File: src/rtl/uart_apb_sequencer.sv
// uart_apb_sequencer: APB3 master for the UART APB slave register map.
// After reset (or cfg_start) it writes baud (0x4), thresholds (0xC) and enable
// (0x8), then arbitrates RX-drain reads and TX push writes of 0x0.
// Ports:
//   pclk, presetn          clock, async active-low reset
//   cfg_start / cfg_done   re-run configuration / configured flag
//   tx_valid, tx_data,
//   tx_ready, tx_block     TX byte handshake (tx_ready strobes on completion)
//   irq_rx                 level request for an RX read of 0x0
//   rx_valid, rx_data      one-cycle strobe with the received byte
//   err_flag               sticky slave-error (or timeout) flag
//   psel..pslverr          APB3 master interface
// Optional feature: define UART_SEQ_TIMEOUT_EN to abort transfers whose pready
// stays low for TO_CYC cycles in ACCESS.
module uart_apb_sequencer #(
  parameter logic [10:0] BAUD_INIT = 11'd977,
  parameter logic [3:0]  THR_INIT  = 4'h0,
  parameter logic [7:0]  EN_INIT   = 8'h22,
  parameter int unsigned GAP_CYC   = 2,
  parameter int unsigned TO_CYC    = 16
) (
  input  logic        pclk,
  input  logic        presetn,
  input  logic        cfg_start,
  output logic        cfg_done,
  input  logic        tx_valid,
  input  logic [7:0]  tx_data,
  output logic        tx_ready,
  input  logic        tx_block,
  input  logic        irq_rx,
  output logic        rx_valid,
  output logic [7:0]  rx_data,
  output logic        err_flag,
  output logic        psel,
  output logic        penable,
  output logic        pwrite,
  output logic [31:0] paddr,
  output logic [31:0] pwdata,
  output logic [3:0]  pstrb,
  output logic [2:0]  pprot,
  input  logic        pready,
  input  logic [31:0] prdata,
  input  logic        pslverr
);

  localparam int unsigned GAP_W = 3;
  localparam int unsigned TO_W  = (TO_CYC > 1) ? $clog2(TO_CYC) : 1;

  if (GAP_CYC < 1 || GAP_CYC > 7 || TO_CYC < 1) begin : g_param_chk
    $error("uart_apb_sequencer: GAP_CYC must be 1..7 and TO_CYC at least 1");
  end

  typedef enum logic [2:0] {CFG, IDLE, SETUP, ACCESS, GAP} state_t;

  state_t             state_q, state_d;
  logic [1:0]         cfg_idx_q, cfg_idx_d;
  logic [GAP_W-1:0]   gap_cnt_q, gap_cnt_d;
  logic               cfg_pend_q, cfg_pend_d;
  logic               is_cfg_q, is_cfg_d;
  logic               is_tx_q, is_tx_d;
  logic               psel_d, penable_d, pwrite_d;
  logic [31:0]        paddr_d, pwdata_d;
  logic               cfg_done_d, err_d, rx_valid_d, tx_ready_d;
  logic [7:0]         rx_data_d;
  logic               launch, load_cfg;
`ifdef UART_SEQ_TIMEOUT_EN
  logic [TO_W-1:0]    to_cnt_q, to_cnt_d;
`endif

  // Only the low byte of read data is meaningful to this master.
  logic unused_prdata_hi;
  assign unused_prdata_hi = ^prdata[31:8];

  assign pstrb = 4'hF;
  assign pprot = 3'b000;

  function automatic logic [31:0] cfg_addr(input logic [1:0] idx);
    case (idx)
      2'd0:    cfg_addr = 32'h4;
      2'd1:    cfg_addr = 32'hC;
      default: cfg_addr = 32'h8;
    endcase
  endfunction

  function automatic logic [31:0] cfg_data(input logic [1:0] idx);
    case (idx)
      2'd0:    cfg_data = 32'(BAUD_INIT);
      2'd1:    cfg_data = 32'(THR_INIT);
      default: cfg_data = 32'(EN_INIT);
    endcase
  endfunction

  // State and output registers.
  always_ff @(posedge pclk or negedge presetn) begin
    if (!presetn) begin
      state_q    <= CFG;
      cfg_idx_q  <= 2'd0;
      gap_cnt_q  <= '0;
      cfg_pend_q <= 1'b0;
      is_cfg_q   <= 1'b0;
      is_tx_q    <= 1'b0;
      psel       <= 1'b0;
      penable    <= 1'b0;
      pwrite     <= 1'b0;
      paddr      <= 32'h0;
      pwdata     <= 32'h0;
      cfg_done   <= 1'b0;
      err_flag   <= 1'b0;
      rx_valid   <= 1'b0;
      rx_data    <= 8'h0;
      tx_ready   <= 1'b0;
`ifdef UART_SEQ_TIMEOUT_EN
      to_cnt_q   <= '0;
`endif
    end else begin
      state_q    <= state_d;
      cfg_idx_q  <= cfg_idx_d;
      gap_cnt_q  <= gap_cnt_d;
      cfg_pend_q <= cfg_pend_d;
      is_cfg_q   <= is_cfg_d;
      is_tx_q    <= is_tx_d;
      psel       <= psel_d;
      penable    <= penable_d;
      pwrite     <= pwrite_d;
      paddr      <= paddr_d;
      pwdata     <= pwdata_d;
      cfg_done   <= cfg_done_d;
      err_flag   <= err_d;
      rx_valid   <= rx_valid_d;
      rx_data    <= rx_data_d;
      tx_ready   <= tx_ready_d;
`ifdef UART_SEQ_TIMEOUT_EN
      to_cnt_q   <= to_cnt_d;
`endif
    end
  end

  // Next-state, transfer selection and output next values.
  always_comb begin
    state_d    = state_q;
    cfg_idx_d  = cfg_idx_q;
    gap_cnt_d  = gap_cnt_q;
    cfg_pend_d = cfg_pend_q | cfg_start;
    is_cfg_d   = is_cfg_q;
    is_tx_d    = is_tx_q;
    pwrite_d   = pwrite;
    paddr_d    = paddr;
    pwdata_d   = pwdata;
    cfg_done_d = cfg_done;
    err_d      = err_flag;
    rx_valid_d = 1'b0;
    rx_data_d  = rx_data;
    tx_ready_d = 1'b0;
    launch     = 1'b0;
    load_cfg   = 1'b0;
`ifdef UART_SEQ_TIMEOUT_EN
    to_cnt_d   = to_cnt_q;
`endif

    unique case (state_q)
      CFG, IDLE: launch = 1'b1;
      SETUP: begin
        state_d = ACCESS;
`ifdef UART_SEQ_TIMEOUT_EN
        to_cnt_d = '0;
`endif
      end
      ACCESS: begin
        if (pready) begin
          if (pslverr) err_d = 1'b1;
          if (pwrite) begin
            tx_ready_d = is_tx_q;
          end else begin
            rx_valid_d = 1'b1;
            rx_data_d  = prdata[7:0];
          end
          state_d   = GAP;
          gap_cnt_d = GAP_W'(GAP_CYC - 1);
        end
`ifdef UART_SEQ_TIMEOUT_EN
        else if (to_cnt_q == TO_W'(TO_CYC - 1)) begin
          // Abandon the stuck transfer: no strobe, flag the error.
          err_d     = 1'b1;
          state_d   = GAP;
          gap_cnt_d = GAP_W'(GAP_CYC - 1);
        end else begin
          to_cnt_d = to_cnt_q + 1'b1;
        end
`endif
      end
      GAP: begin
        if (gap_cnt_q == '0) launch = 1'b1;
        else                 gap_cnt_d = gap_cnt_q - 1'b1;
      end
      default: state_d = CFG;
    endcase

    // Pick the next transfer; from GAP this goes straight to SETUP so that
    // back-to-back transfers start 2+GAP_CYC cycles apart.
    if (launch) begin
      state_d  = IDLE;
      is_cfg_d = 1'b0;
      is_tx_d  = 1'b0;
      if (cfg_pend_q || cfg_start) begin
        cfg_pend_d = 1'b0;
        cfg_done_d = 1'b0;
        err_d      = 1'b0;
        cfg_idx_d  = 2'd0;
        load_cfg   = 1'b1;
      end else if (state_q == CFG) begin
        load_cfg = 1'b1;
      end else if (state_q == GAP && is_cfg_q) begin
        if (cfg_idx_q != 2'd2) begin
          cfg_idx_d = cfg_idx_q + 1'b1;
          load_cfg  = 1'b1;
        end else begin
          cfg_done_d = 1'b1;
        end
      end else if (cfg_done) begin
        if (irq_rx) begin
          state_d  = SETUP;
          paddr_d  = 32'h0;
          pwdata_d = 32'h0;
          pwrite_d = 1'b0;
        end else if (tx_valid && !tx_block) begin
          state_d  = SETUP;
          paddr_d  = 32'h0;
          pwdata_d = 32'(tx_data);
          pwrite_d = 1'b1;
          is_tx_d  = 1'b1;
        end
      end
      if (load_cfg) begin
        state_d  = SETUP;
        paddr_d  = cfg_addr(cfg_idx_d);
        pwdata_d = cfg_data(cfg_idx_d);
        pwrite_d = 1'b1;
        is_cfg_d = 1'b1;
      end
    end

    psel_d    = (state_d == SETUP) || (state_d == ACCESS);
    penable_d = (state_d == ACCESS);
  end

endmodule

File: config.mk
export PLATFORM = sky130hd
export DESIGN_NAME = uart_apb_sequencer
export DESIGN_NICKNAME = d
export VERILOG_FILES = /design/src/rtl/uart_apb_sequencer.sv
export SDC_FILE = /design/constraint.sdc
export NUM_CORES = 1
export LEC_CHECK = 0
export CORE_ASPECT_RATIO = 0.75
export CORE_MARGIN = 3
export CORE_UTILIZATION = 39
export CTS_BUF_LIST = sky130_fd_sc_hd__clkbuf_4 sky130_fd_sc_hd__clkbuf_8
export DETAILED_ROUTE_END_ITERATION = 16
export PLACE_DENSITY_LB_ADDON = 0.25
export RECOVER_POWER = 25
export REMOVE_ABC_BUFFERS = 1
export SYNTH_ARGS = -nofsm -noshare
export SYNTH_HDL_FRONTEND = slang
export SYNTH_SLANG_ARGS = --single-unit
File: constraint.sdc
create_clock -name pclk -period 3 [get_ports pclk]
set_clock_uncertainty 0.15 [all_clocks]
set_input_delay 0.6 -clock pclk [delete_from_list [all_inputs] [get_ports pclk]]
set_output_delay 0.6 -clock pclk [all_outputs]
set_load 0.05 [all_outputs]
# ---- After elaboration in Yosys (flattened, before gate mapping)
# Index checks and enable logic that the tools add are counted.
dict set report totals {
  reg_bits 90
  wordCells 125
}
dict set report op_classes {
  addsub 2
  n_eq_ne 15
  n_mux 72
  bitwise 2
  reduce_logical 18
}
# operator n
set ops {}
lappend ops {{two-way mux 32 bit} 14}
lappend ops {{two-way mux 1 bit} 37}
lappend ops {{two-way mux 2 bit} 11}
lappend ops {{one-hot mux 10 bit (2 select lines)} 1}
lappend ops {{two-way mux 3 bit} 5}
lappend ops {{equality test 3 x 2 -> 1 bit, second input constant} 4}
lappend ops {{inequality test 2 bit, second input constant} 5}
lappend ops {{one-hot mux 3 bit (3 select lines)} 1}
lappend ops {{one-hot mux 4 bit (2 select lines)} 1}
lappend ops {{logical NOT 3 bit} 2}
lappend ops {{inequality test 2 x 1 -> 1 bit, second input constant} 3}
lappend ops {{one-hot mux 3 bit (2 select lines)} 1}
lappend ops {{AND reduction 3 bit} 2}
lappend ops {{AND reduction 6 bit} 1}
lappend ops {{nonzero test 2 bit} 3}
lappend ops {{AND reduction 4 bit} 1}
lappend ops {{equality test 3 x 1 -> 1 bit, second input constant} 1}
lappend ops {{equality test 3 bit, second input constant} 1}
lappend ops {{nonzero test 3 bit} 1}
lappend ops {{OR reduction 3 bit} 1}
lappend ops {{subtractor 3 x 1 -> 3 bit, second input constant} 1}
lappend ops {{adder 2 x 1 -> 2 bit, second input constant} 1}
lappend ops {{equality test 2 x 1 -> 1 bit, second input constant} 1}
lappend ops {{logical AND 1 bit} 2}
lappend ops {{other kinds (7)} 8}

# ---- Logic depth before layout (Yosys ltp)
dict set report logic_depth {
  word_depth 12
  ltp_mapped 7
  ltp_nobuf 6
}

# ---- Worst setup path after synthesis
# Ideal clock, no wire load.
dict set report synth_timing {
  path_type {reg-to-reg}
  from {register gap_cnt_q[0]}
  to {register pwdata[2]}
  setup_time_ps 125
  t_arrival_ps 1854
  t_required_ps 2725
  slack_ps 871
  stages_incl_launch_ff 8
  path_buffers 1
  period_less_slack_ps 2129
  cell_sequence {dfrtp_1 -> inv_1 -> ha_1 -> or3b_4 -> a21oi_4 -> o31a_4 -> buf_8 -> mux2_4}
}
dict set report synth_between {
  elab_chain_len 4
}
# element line_no
set synth_lines {}
lappend synth_lines {{from (decl)} 57} ;# logic [GAP_W-1:0] gap_cnt_q, gap_cnt_d;
lappend synth_lines {{from (signal assigned)} 118} ;# gap_cnt_q <= gap_cnt_d;
lappend synth_lines {{logical NOT 3 bit} 192} ;# if (gap_cnt_q == '0) launch = 1'b1;
lappend synth_lines {{two-way mux 1 bit} 192}
lappend synth_lines {{one-hot mux 1 bit (2 select lines)} 160} ;# unique case (state_q)
lappend synth_lines {{AND reduction 6 bit (no source line)} -}
lappend synth_lines {{to (signal assigned)} 126} ;# pwdata <= pwdata_d;
lappend synth_lines {{to (decl)} 38} ;# output logic [31:0] pwdata,
# Every way passes these cells.
# A chain may end at the register's enable or synchronous reset.

# ---- Worst setup path after layout
dict set report layout_timing {
  from {register gap_cnt_q[0]}
  to {register pwdata[6]}
}
# Same word-level chain as after synthesis.

==> implementation parameters <==
Parameter                              Value

Timing
  Number of slew-limit violations in the final report    38
  Final setup violation count    0
  Hold WS    roughly 0.34 ns
  Final critical path time including I/O delays and setup    roughly 2.3 ns
  Tightest Pin Transition    1.98 ns
  Max-slew headroom at the worst pin    -0.323
  Total count of hold-check failures in the final report    0
  Setup tns final    0 ns
  Highest clock rate    around 430 MHz
  Setup repair after global routing missed its margin    false
  Post-route clock period utilization    0.769

Outcome
  Failing checks    max-capacitance violations, max-slew violations
  Run status    finished, violations left

Pwr
  Switch Pwr    ~1000 uW
  Combinational share of power    0.501
  Net Sw Frac    0.457
  Leak pwr    between 1 and 1.5 nW
  Worst ir drop on vdd    between 0.0005 and 0.0006 V
  Total power consumption of the routed design    between 2 and 2.5 mW
  Cell area power density    817 nW/um^2
  Total internal power    1.18 mW
  Sequential Power Share    0.330
  Clock network fraction of total power    0.169

Critical path
  Delay-heaviest family, CP    compound AO/OA/AOI/OAI gates
  Critical path launch point type    register
  Endpoint kind of the worst setup timing path    register
  Crit path kind    reg2reg
  Worst path arrival time    between 2 and 2.5 ns
  Crit-path slowest cell    or3b_4
  Largest driver fanout on the critical path    15
  Cells along the critical path    inv_1, ha_1, or3b_4, a21oi_4, o31a_4, mux2_2
  Critical Path RT    between 3 and 4 ns
  Buffers plus inverters on the worst setup path    1
  CP max stage delay    0.40 ns

Place
  Total placed cells including tap cells    about 330
  Half-perimeter wire length after detailed placement    about 3000 um
  Number of port buffers    50
  Gp weighted congestion    about 0.74

Drt
  Overall routed net length    approximately 4000 um
  Iter 0 DRT Violations    between 40 and 50
  Remaining number of nets flagged by the antenna check after routing    0
  Final routed DRC violation total    0
  Vias after detailed routing    around 1,400
  Detailed-route wire length per cell    approximately 12 um
  Via-per-instance ratio    4.25
  Length of the first detailed-routing pass in iterations    4

Die
  Die area    about 6700 sq um
  Core box area    roughly 5400 sq um
  Vertical die dimension    71.6 um
  Number of placement rows    23
  Initial Utilization    0.411
  Die X-Extent    between 90 and 100 um
  I/O pins    ~130

Synth
  Yosys synthesis warning count    0
  Post-synth EDFFs    0
  Area fraction of the dominant cell type after synthesis    0.414
  Fraction of synthesis flops using an asynchronous set or reset pin    1.00
  Distinct cells, synth    44
  Gate Count Post-Synth    206
  Most numerous cell types in the synthesized netlist    buf_4 (60), dfrtp_1 (37), mux2_2 (15)
  Fraction of the yosys area taken by sequential cells    0.414
  Register bit total from synthesis    37
  Cell type contributing the most total cell area after synthesis    dfrtp_1
  Top cells by area in the synthesized netlist    dfrtp_1 (41%), buf_4 (20%), mux2_2 (7.6%)
  Mean instance size in the synthesized netlist    ~11 sq um
  Mapped Area    2230 sq um
  Flip-flop cell with the highest count after synthesis    dfrtp_1
  Top-count cell post-synth    buf_4

Global route
  Number of antenna violations at the first check in global routing    0
  Overall global routing resource usage    0.122
  First-pass GRT wire length    between 6000 and 7000 um
  Total overflow reported by the global router    0
  Number of global-route vias before repair    ~1,300
  Largest net degree at the start of global routing    38

Cells and area
  Number of inserted filler cells in the final layout    approximately 520
  Ant. Diodes    0
  Share of layout cells above drive strength 1    0.151
  Final nets    just over 300
  Count of placed standard cells in the final layout, fillers left out    between 300 and 400
  Utilization of the core after routing    0.490
  Layout Area Growth over Synthesis    19.3%

CTS
  Hold buffer count at CTS    0
  Count of clock tree sinks    37
  Post_cts resized    0
  Clock root cell    clkbuf_8
  TritonCTS clock tree    yes
  Worst-skew pair later-pin latency    between 0.2 and 0.3 ns
  Post-CTS repair timing setup buffer count    0
  H-Tree Depth    2
  Clock tree buffer depth    2
  Reg clk slew, reported paths    ~0.080 ns
  Inserted Clock Buffers    5

Min path
  Worst min-delay path category    reg2reg

Flow run
  Max Cap Violations    1
power by group through the flow:
stage	Sequential [mW]	Clock, mW	Combinational (mW)
4_1_cts	0.719	0.381	1.11
5_1_grt	0.741	0.405	1.17
6_report	0.719	0.367	1.09
3_5_place_dp	0.727	0	1.10
2_1_floorplan	0.945	0	0.567
3_3_place_gp	0.726	0	1.09
cell usage in the layout (no fill, tap or decap), types with 2 or more instances in the layout:
cell type,n
a21o_1,2
a21oi_1,7
a221o_1,4
a32o_1,2
and3_1,3
buf_4,3
clkbuf_8,6
clkdlybuf4s50_1,49
conb_1,59
dfrtp_1,37
ha_1,4
inv_1,9
mux2_2,15
mux2_4,4
mux2i_1,2
nand2_1,10
nand2b_1,2
nand3_1,2
nor2_1,6
nor2b_1,2
nor3b_1,3
o21ai_0,2
o22ai_1,3
or2_2,2
state kept, by name, indices dropped and copies added, names as in the netlist, 2 cells and up:
name,flops
paddr,2
state_q,3
gap_cnt_q,3
rx_data,8
pwdata,9
cfg_idx_q,2
worst reg2reg max path: cells and delay by family, from the launching register on:
family,cells,cell delay [ns]
compound gates,2,0.66
fa+ha+maj,1,0.16
mux,1,0.36
flops,1,0.38
simple gates,1,0.40
buf+inv,1,0.08
layout make-up:
class / instances / area (sq um) / area share
Clock inverter: 2 / 13.8 / 0.00516
Clock buffer: 6 / 82.6 / 0.0310
Tap cell: 75 / 93.8 / 0.0352
Multi-Input combinational cell: 152 / 1000 / 0.375
Sequential cell: 37 / 926 / 0.347
Timing Repair Buffer: 53 / 517 / 0.194
Inverter: 9 / 33.8 / 0.0127
worst paths after layout:
check	cells past startpoint	end	from	slack, ns
max	6	pwdata[6]	gap_cnt_q[0]	0.69
min	2	is_tx_q	is_tx_q	0.34
max reg2reg	6	pwdata[6]	gap_cnt_q[0]	0.69
min reg2reg	2	is_tx_q	is_tx_q	0.34
max in group asynchronous	1	pwdata[1]	presetn	0.85
min in group asynchronous	1	gap_cnt_q[2]	presetn	0.72
metrics by stage:
stage / instance area (sq um) / setup slack (ns)
2_1_floorplan: 1960 / 0.852
3_3_place_gp: 2570 / 0.572
3_5_place_dp: 2570 / 0.590
4_1_cts: 2670 / 0.640
5_1_grt: 2670 / 0.449
6_report: 2670 / 0.694
routing by layer:
metal,up-vias,GRT usage,part of all wire
met3,0,0.0357,0.089
li1,700,-,-
met2,65,0.181,0.45
met1,654,0.178,0.47
met5,-,0,0
met4,0,0.0260,0
cells by family after synthesis:
kind of cell / after synthesis / share of synthesized area
AOI/OAI and AO/OA: 30 / 0.108
adders and majority gates: 4 / 0.0224
buffers and inverters: 74 / 0.234
and+or+nand+nor: 38 / 0.106
DFF: 37 / 0.414
other: 2 / 0.00336
muxes: 21 / 0.111
No activity file was read; power rests on OpenSTA's default activity.
